**src/rtl/imem_arbiter.sv**
```systemverilog
// Two-port (fetch/debug) arbiter in front of a combinational instruction memory.
// Optional IMEM_MISALIGN_TRAP_EN: misaligned grants respond with err=1, rdata=0.
module imem_arbiter #(
  parameter int unsigned DEPTH_WORDS  = 64,
  parameter int unsigned STARVE_LIMIT = 4
) (
  input  logic        clk,
  input  logic        rst_n,
  input  logic        f_req,
  input  logic [31:0] f_addr,
  output logic        f_gnt,
  output logic        f_rvalid,
  output logic [31:0] f_rdata,
  output logic        f_err,
  input  logic        d_req,
  input  logic [31:0] d_addr,
  output logic        d_gnt,
  output logic        d_rvalid,
  output logic [31:0] d_rdata,
  output logic        d_err,
  output logic [31:0] mem_addr,
  input  logic [31:0] mem_inst
);

  localparam int unsigned AW = 32;
  localparam int unsigned CW = 4;
  localparam logic [AW-1:0] MEM_BYTES = AW'(DEPTH_WORDS * 4);
  localparam logic [CW-1:0] LIMIT     = CW'(STARVE_LIMIT);

  localparam logic [1:0] IDLE  = 2'd0;
  localparam logic [1:0] RSP_F = 2'd1;
  localparam logic [1:0] RSP_D = 2'd2;

  logic [1:0]    state_q, state_d;
  logic [CW-1:0] starve_cnt;
  logic [AW-1:0] mem_addr_q;
  logic [AW-1:0] gnt_addr;
  logic          any_gnt;
  logic          oob_err;
  logic          mis_err;
  logic          gnt_err;
  logic [31:0]   rsp_word;

  // Fetch wins by default; a starved debug request wins once the limit is reached.
  always_comb begin
    f_gnt = 1'b0;
    d_gnt = 1'b0;
    if (rst_n) begin
      if (d_req && ((starve_cnt >= LIMIT) || !f_req)) begin
        d_gnt = 1'b1;
      end else if (f_req) begin
        f_gnt = 1'b1;
      end
    end
  end

  assign any_gnt  = f_gnt | d_gnt;
  assign gnt_addr = d_gnt ? d_addr : f_addr;
  assign oob_err  = (gnt_addr >= MEM_BYTES);

`ifdef IMEM_MISALIGN_TRAP_EN
  assign mis_err = (gnt_addr[1:0] != 2'b00);
`else
  logic unused_addr_lsbs;
  assign unused_addr_lsbs = ^gnt_addr[1:0];
  assign mis_err = 1'b0;
`endif

  assign gnt_err  = oob_err | mis_err;
  assign rsp_word = gnt_err ? 32'h0000_0000 : mem_inst;

  // Memory sees the granted word address in the grant cycle, else the last one.
  assign mem_addr = any_gnt ? {gnt_addr[AW-1:2], 2'b00} : mem_addr_q;

  always_comb begin
    state_d = IDLE;
    if (f_gnt) begin
      state_d = RSP_F;
    end else if (d_gnt) begin
      state_d = RSP_D;
    end
  end

  assign f_rvalid = (state_q == RSP_F);
  assign d_rvalid = (state_q == RSP_D);

  always_ff @(posedge clk or negedge rst_n) begin
    if (!rst_n) begin
      state_q    <= IDLE;
      mem_addr_q <= '0;
    end else begin
      state_q    <= state_d;
      mem_addr_q <= mem_addr;
    end
  end

  // Starvation counter saturates so it can never wrap back below the limit.
  always_ff @(posedge clk or negedge rst_n) begin
    if (!rst_n) begin
      starve_cnt <= '0;
    end else if (d_req && !d_gnt) begin
      if (starve_cnt != {CW{1'b1}}) begin
        starve_cnt <= starve_cnt + CW'(1);
      end
    end else begin
      starve_cnt <= '0;
    end
  end

  // Response capture; the idle port keeps its rdata and reports no error.
  always_ff @(posedge clk or negedge rst_n) begin
    if (!rst_n) begin
      f_rdata <= '0;
      d_rdata <= '0;
      f_err   <= 1'b0;
      d_err   <= 1'b0;
    end else begin
      f_err <= f_gnt & gnt_err;
      d_err <= d_gnt & gnt_err;
      if (f_gnt) begin
        f_rdata <= rsp_word;
      end
      if (d_gnt) begin
        d_rdata <= rsp_word;
      end
    end
  end

endmodule

```
**config.mk**
```make
export PLATFORM = sky130hd
export DESIGN_NAME = imem_arbiter
export DESIGN_NICKNAME = d
export VERILOG_FILES = /design/src/rtl/imem_arbiter.sv
export SDC_FILE = /design/constraint.sdc
export NUM_CORES = 1
export LEC_CHECK = 0
export CORE_MARGIN = 1
export CORE_UTILIZATION = 44
export CTS_BUF_LIST = sky130_fd_sc_hd__clkbuf_16
export DETAILED_ROUTE_END_ITERATION = 10
export GPL_ROUTABILITY_DRIVEN = 0
export GPL_TIMING_DRIVEN = 0
export MAX_ROUTING_LAYER = met4
export PLACE_DENSITY_LB_ADDON = 0.12
export SLEW_MARGIN = 10
export SYNTH_ARGS = -nofsm -noshare
export SYNTH_HDL_FRONTEND = slang
export SYNTH_SLANG_ARGS = --single-unit
export TNS_END_PERCENT = 5
```
**constraint.sdc**
```tcl
create_clock -name clk -period 4.4 [get_ports clk]
set_input_delay 0.44 -clock clk [delete_from_list [all_inputs] [get_ports clk]]
set_output_delay 0.44 -clock clk [all_outputs]
set_load 0.02 [all_outputs]
```
After elaboration in Yosys (flattened, before gate mapping). Index checks and enable logic that the tools add are counted.

Equal/unequal tests: 4. Magnitude comparators: 2. Mux-type cells: 12. $add $sub $neg: 1. Reduce and logical (&&, ||, !) cells: 5. Bitwise logic cells: 3.

Operator list (number): $mux W32 (3); $ge A32 B9 Y1 const B (1); $mux W4 (2); $mux W1 (5); $add A4 B1 Y4 const B (1); $ge A4 B3 Y1 const B (1); $mux W2 (2); $ne A4 B4 Y1 const B (1); $and A1 B1 Y1 (2); $eq A2 B1 Y1 const B (1); $eq A2 B2 Y1 const B (1); $logic_and A1 B1 Y1 (2); $logic_not A1 Y1 (2); $ne A2 B1 Y1 const B (1); $logic_or A1 B1 Y1 (1); $or A1 B1 Y1 (1).

Logic and storage cells: 34. Input port bits: 100. Output and inout port bits: 102. Register bits: 104.

Depth between registers and ports, before layout.
Word-level depth: 8. Depth in mapped cells: 8. Depth with buffers taken out: 6.

Least setup slack after synthesis. OpenSTA, ideal clock, no wires.

Path type: register to output. Start point: reg starve_cnt[2]. End point: out mem_addr[11]. Arrival: 1.768 ns. Cell stages (with the launch flop): 8. Required time: 3.960 ns. Path slack: 2.192 ns. Buffers on the path: 2. Cell sequence: dfrtp_1 > nor3b_1 > nand2b_1 > buf_2 > clkinv_2 > buf_2 > mux2i_1 > o21ai_0.

Cells in the longest elaborated chain, start to end: 7. Elaborated cells between the ends (all ways): 10. Those cells by class: 1 x order compare; 6 x mux; 1 x bitwise; 2 x reduce/logical.

Ends and longest elaborated chain: from (decl) (RTL line 35) `logic [CW-1:0] starve_cnt;`; from (signal assigned) (RTL line 103) `starve_cnt <= starve_cnt + CW'(1);`; $ge A4 B3 Y1 * (RTL line 49) `if (d_req && ((starve_cnt >= LIMIT) || !f_req)) begin`; $logic_or A1 B1 Y1 * (RTL line 49); $logic_and A1 B1 Y1 * (RTL line 49); $mux W1 (RTL line 49); $mux W1 (RTL line 48) `if (rst_n) begin`; $mux W32 / $or A1 B1 Y1 (equally long branches) (RTL line 58, 57); $mux W32 * (RTL line 73) `assign mem_addr = any_gnt ? {gnt_addr[AW-1:2], 2'b00} : mem_addr_q;`; to (decl) (RTL line 21) `output logic [31:0] mem_addr,`.

Mark *: on every way between the ends. The rest lies on a longest branch, timed or not.

Final worst setup path.
Start point: in f_req. End point: out mem_addr[23].

Cells in the longest elaborated chain, start to end: 7. Elaborated cells between the ends (all ways): 11. Those cells by class: 7 x mux; 1 x bitwise; 3 x reduce/logical.

Ends and longest elaborated chain: from (decl) (RTL line 9) `input logic f_req,`; $logic_not A1 Y1 (RTL line 49); $logic_or A1 B1 Y1 (RTL line 49); $logic_and A1 B1 Y1 (RTL line 49); $mux W1 (RTL line 49); $mux W1 (RTL line 48); $mux W32 / $or A1 B1 Y1 (equally long branches) (RTL line 58, 57); $mux W32 * (RTL line 73).

Marks and branches as above.

==> results.sh <==
export IMPL_outcome="finished, final reports clean"
export IMPL_clk_latency_ns=0.34
export IMPL_crit_buf_inv=5
export IMPL_cts_tree="yes"
export IMPL_r2r_end="d_rdata[30]$_DFFE_PN0N_"
export IMPL_post_route_min_period_ns=3.349
export IMPL_endpoint_kind="output port"
export IMPL_grt_usage=0.2516
export IMPL_max_stage_delay_ns=0.68
export IMPL_yosys_warnings=0
export IMPL_core_area_um2=9371
export IMPL_synth_cell_type_count=32
export IMPL_ys_flop_type="dfrtp_1"
export IMPL_diodes=0
export IMPL_final_cells=740
export IMPL_cts_root_buf="clkbuf_16"
export IMPL_dpl_hpwl_mm=9.126
export IMPL_r2r_cells=7
export IMPL_dieArea_um2=10190
export IMPL_critPathTopFamily="buffers and inverters"
export IMPL_tightest_slew_ns=0.6094
export IMPL_vias_per_cell=5.191
export IMPL_synth_seq_area_share=0.6039
export IMPL_numCtsBuffers=9
export IMPL_grt_use_met1=0.3209
export IMPL_grt_setup_unrepaired="false"
export IMPL_io_pins=202
export IMPL_num_vias=3841
export IMPL_cts_hold_fix_buffers=0
export IMPL_syn_nets=498
export IMPL_synth_area_um2=4309
export IMPL_met3_usage=0.04577
export IMPL_placedCellCount=724
export IMPL_crit_path_top_delay_cell="clkdlybuf4s50_1"
export IMPL_layout_common_cells="clkdlybuf4s50_1 (196), dfrtp_1 (104), nand2_1 (97), o21ai_0 (55), a22o_1 (32)"
export IMPL_top_usage_layer="met2"
export IMPL_fp_dieW_um=101.0
export IMPL_htreeDepth=3
export IMPL_max_freq_ghz=0.2986
export IMPL_synth_area_per_cell_um2=10.85
export IMPL_drc=0
export IMPL_slew_headroom=0.5910
export IMPL_powerDensity_nw_per_um2=313.9
export IMPL_fill_cells=730
export IMPL_cts_sinks=104
export IMPL_final_seq_area_um2=2603
export IMPL_ant_nets=0
export IMPL_wire_per_inst_um=16.35
export IMPL_grt_pass1_wl_mm=18.86
export IMPL_peakVddDrop_mv=0.1814
export IMPL_io_buffer_count=197
export IMPL_hold_viol_final=0
export IMPL_slew_violations=0
export IMPL_critPathLaunchType="input pin"
export IMPL_drt_initial_drc_count=99
export IMPL_period_share=0.7611
export IMPL_fin_skew_ns=0.007300
export IMPL_p_leak_nw=2.962
export IMPL_maxCapViolCount=0
export IMPL_antenna_found_initial=0
export IMPL_wl_mm=12.10
export IMPL_synth_edf_count=0
export IMPL_r2r_start="starve_cnt[2]$_DFFE_PN0P_"
export IMPL_cts_resized=0
export IMPL_ys_async_sr_fraction=1.000
export IMPL_syn_inst=397
export IMPL_total_power_w=0.002120
export IMPL_rows=35
export IMPL_clock_path_buffers=2
export IMPL_setup_violations=0
export IMPL_path_clk_slew_ns=0.07
export IMPL_post_cts_buffers=0
export IMPL_arrival_ns=2.91
export IMPL_yosys_area_top_type="dfrtp_1"
export IMPL_grt_max_degree=61
export IMPL_area_growth_pct=56.68
export IMPL_synth_top_area_frac=0.6039
export IMPL_initial_core_util=0.4598
export IMPL_r2r_slack_ns=2.41
export IMPL_layout_nets=707
export IMPL_grtUsageMet2=0.4057
export IMPL_synthTopCellsByArea="dfrtp_1 (60%), nand2_1 (8.4%), mux2i_1 (7.2%), a22o_1 (6.5%), o21ai_0 (6.4%)"
export IMPL_die_h_um=101.0
export IMPL_cp_max_fo=10
export IMPL_path_depth=9
export IMPL_min_path_type="input pin to asynchronous set/reset pin"
export IMPL_critPathKind="input pin to output port"
export IMPL_grt_overflow_total=0
export IMPL_drive_above_1_share=0.05401
export IMPL_worstPathCellList="clkdlybuf4s50_1 -> nor3b_1 -> nand2b_1 -> buf_2 -> clkinv_2 -> buf_2 -> mux2i_1 -> o21ai_0 -> clkdlybuf4s50_1"
export IMPL_multi_input_area_um2=1568
export IMPL_final_common_cell="clkdlybuf4s50_1"
export IMPL_ys_ff_latch=104
export IMPL_grt_pass1_vias=3791
export IMPL_cp_required_ns=3.96
export IMPL_drt_pass1_iterations=4
[report_power, final]
| group | switching (W) | internal, W |
|---|---|---|
| logic | 0.000186 | 0.000177 |
| clock network | 0.000359 | 0.000389 |
| registers | 0.0000135 | 0.000995 |
| total | 0.000559 | 0.00156 |
[kinds of logic (layout without fill, tap and decap cells)]
| family | count (synthesis) | after routing | synth area share |
|---|---|---|---|
| simple gates | 132 | 132 | 0.1411 |
| compound gates | 99 | 99 | 0.1458 |
| xor+xnor | 1 | 1 | 0.002033 |
| mux | 31 | 31 | 0.07201 |
| fa+ha+maj | 1 | 1 | 0.002903 |
| buf+inv | 29 | 243 | 0.03223 |
| flops | 104 | 104 | 0.6039 |
[sequential cells by signal, summed over array words and instances, names as in the netlist]
register    count
d_err           1
d_rdata        32
f_err           1
f_rdata        32
mem_addr_q     32
starve_cnt      4
state_q         2
[cells in the mapped netlist, types with 2 or more instances]
cell      count
nor2_1        4
o21ai_0      55
dfrtp_1     104
inv_1         2
nand3_1       2
nor2b_1       2
and2_1        3
buf_6         3
a22o_1       32
nand2_1      97
o21ai_1       9
nor4_1       10
nor3b_1       2
clkbuf_1     18
mux2i_1      31
or4_4         2
buf_2         5
nor3_1        2
[routing by layer]
layer	part of all wire	up-vias	wire length, um
met4	0.015	0	184
met5	0	-	0
met3	0.064	14	771
met1	0.43	1860	5254
met2	0.49	158	5890
li1	-	1809	-
[how the worst max path moves through the flow]
stage                                   start            to  slack, ns
finish                                  f_req  mem_addr[23]       1.05
global route                            f_req  mem_addr[23]       0.87
CTS                                     f_req  mem_addr[23]       1.03
detailed placement                      f_req  mem_addr[23]       1.04
global placement                        rst_n  mem_addr[21]      -3.09
floorplan           starve_cnt[2]$_DFFE_PN0P_  mem_addr[11]       2.19
[area by class of cell]
cell class                 count  share of cell area
inverter                       3            0.001853
clock buffer                   9             0.03336
timing repair buffer         198              0.2963
clock inverter                 7            0.008154
multi-input combinational    264              0.2322
sequential                   104              0.3855
tap                          129             0.02391
buffer                        26             0.01872
[worst reg2reg max path: stages (launching register included)]
cell and delay [ns]:
dfrtp_1 0.45, nor3b_1 0.20, nand2b_1 0.12, buf_2 0.18, buf_2 0.32, clkbuf_1 0.43
nand2_1 0.10, o21ai_0 0.10
[metrics by stage]
stage	area, um^2	setup TNS (ns)	util	worst slack (ns)	hold slack (ns)
after global placement	6442	-388.08	0.6875	-3.088	0.4626
after CTS	6751	0	0.7204	1.026	0.07983
after detailed placement	6471	0	0.6905	1.041	0.4484
final	6751	0	0.7204	1.051	0.05338
after floorplan	4309	0	-	2.192	0.1444
after global routing	6751	0	0.7204	0.8710	0.09775
Power figures use the tool's default switching activity.
==> patch: new RTL, same flow settings <==
Set the localparam `CW` to 2 (it was 4).
--- a/src/rtl/imem_arbiter.sv
+++ b/src/rtl/imem_arbiter.sv
@@ -25,3 +25,3 @@
   localparam int unsigned AW = 32;
-  localparam int unsigned CW = 4;
+  localparam int unsigned CW = 2;
   localparam logic [AW-1:0] MEM_BYTES = AW'(DEPTH_WORDS * 4);
Function: changed (Yosys sat finds a counterexample within 4 cycles, from zero or initial values and one cycle with rst_n low).
==> patch against the original RTL <==
Count of clock-buffer cells in the layout is the same. Setup slack gained 0.20 ns. Sequential cell count shrank 4. Final area grew 2.4%. Utilization shrank 1.6 points. Area after synthesis grew 3.7%. Routed wire length grew 4.0%. Power shrank 1.9%. Highest routed layer unchanged.
==> patch: results (changes against the original RTL) <==
global_routing:
  first_global_vias: 3947  # was 3791
  grt_first_pass_wirelength_um: 19800  # was 18860 um
placement:
  dpl.cell_count: 709  # was 724
  placedInstanceArea_sq_um: 6636  # was 6471 sq um
cells_and_area:
  clock_area_frac: 0.04017  # was 0.04151
  seqAreaFraction: 0.3619  # was 0.3855
  final_nets: 687  # was 707
  multi_input_area_share: 0.2486  # was 0.2322
  multi_input_area_sq_um: 1719  # was 1568 sq um
  multi_input_cells: 226  # was 264
  n_all_inverters: 20  # was 3
outcome:
  status: "completed"  # unchanged
worst_setup_path:
  reg2reg_to: "d_rdata[12]"  # was d_rdata[30]
  crit_arrival_ns: 2.70  # was 2.91 ns
  crit_path_max_fanout: 60  # was 10
timing:
  whs_ns: 0.01045  # was 0.05338 ns
  skew_ns: 0  # was 0.007300 ns
routing:
  drt-met1-wl_um: 5558  # was 5254 um
  wl_um: 12590  # was 12100 um
  wl_met2_um: 6066  # was 5890 um
yosys:
  syn_inst: 378  # was 397
  synth-xor-area-share: 0  # was 0.002033
  synth_fa_ha_area_frac: 0  # was 0.002904
power:
  clkPwrFrac: 0.359  # was 0.353
  switching_power_uw: 557.1  # was 558.6 uW
  leakage_uw: 0.003061  # was 0.002962 uW
  vdd_drop_max_mv: 0.1795  # was 0.1814 mV
patch: changes by cell type in the layout (fill, tap and decap cells not counted), moves of 4 or more:
cell,before,now
inv_1,2,20
a22o_1,32,0
nor2_1,4,0
o31ai_2,0,15
dfrtp_1,104,100
o41ai_2,0,14
clkbuf_1,18,11
nand2_1,97,77
o21ai_1,9,25
buf_2,5,12
o21ai_0,55,6
a32o_1,0,32
patch: worst max path at each step:
| stage | depth (start not counted) | slack [ns] | to | from |
|---|---|---|---|---|
| after CTS | 7 | 1.21 | mem_addr[24] | rst_n |
| final | 7 | 1.26 | mem_addr[24] | rst_n |
| after global placement | 5 | -2.65 | mem_addr[24] | rst_n |
| after floorplan | 4 | 2.54 | mem_addr[21] | d_req |
| after detailed placement | 7 | 1.23 | mem_addr[24] | rst_n |
| after global routing | 7 | 0.96 | mem_addr[24] | rst_n |
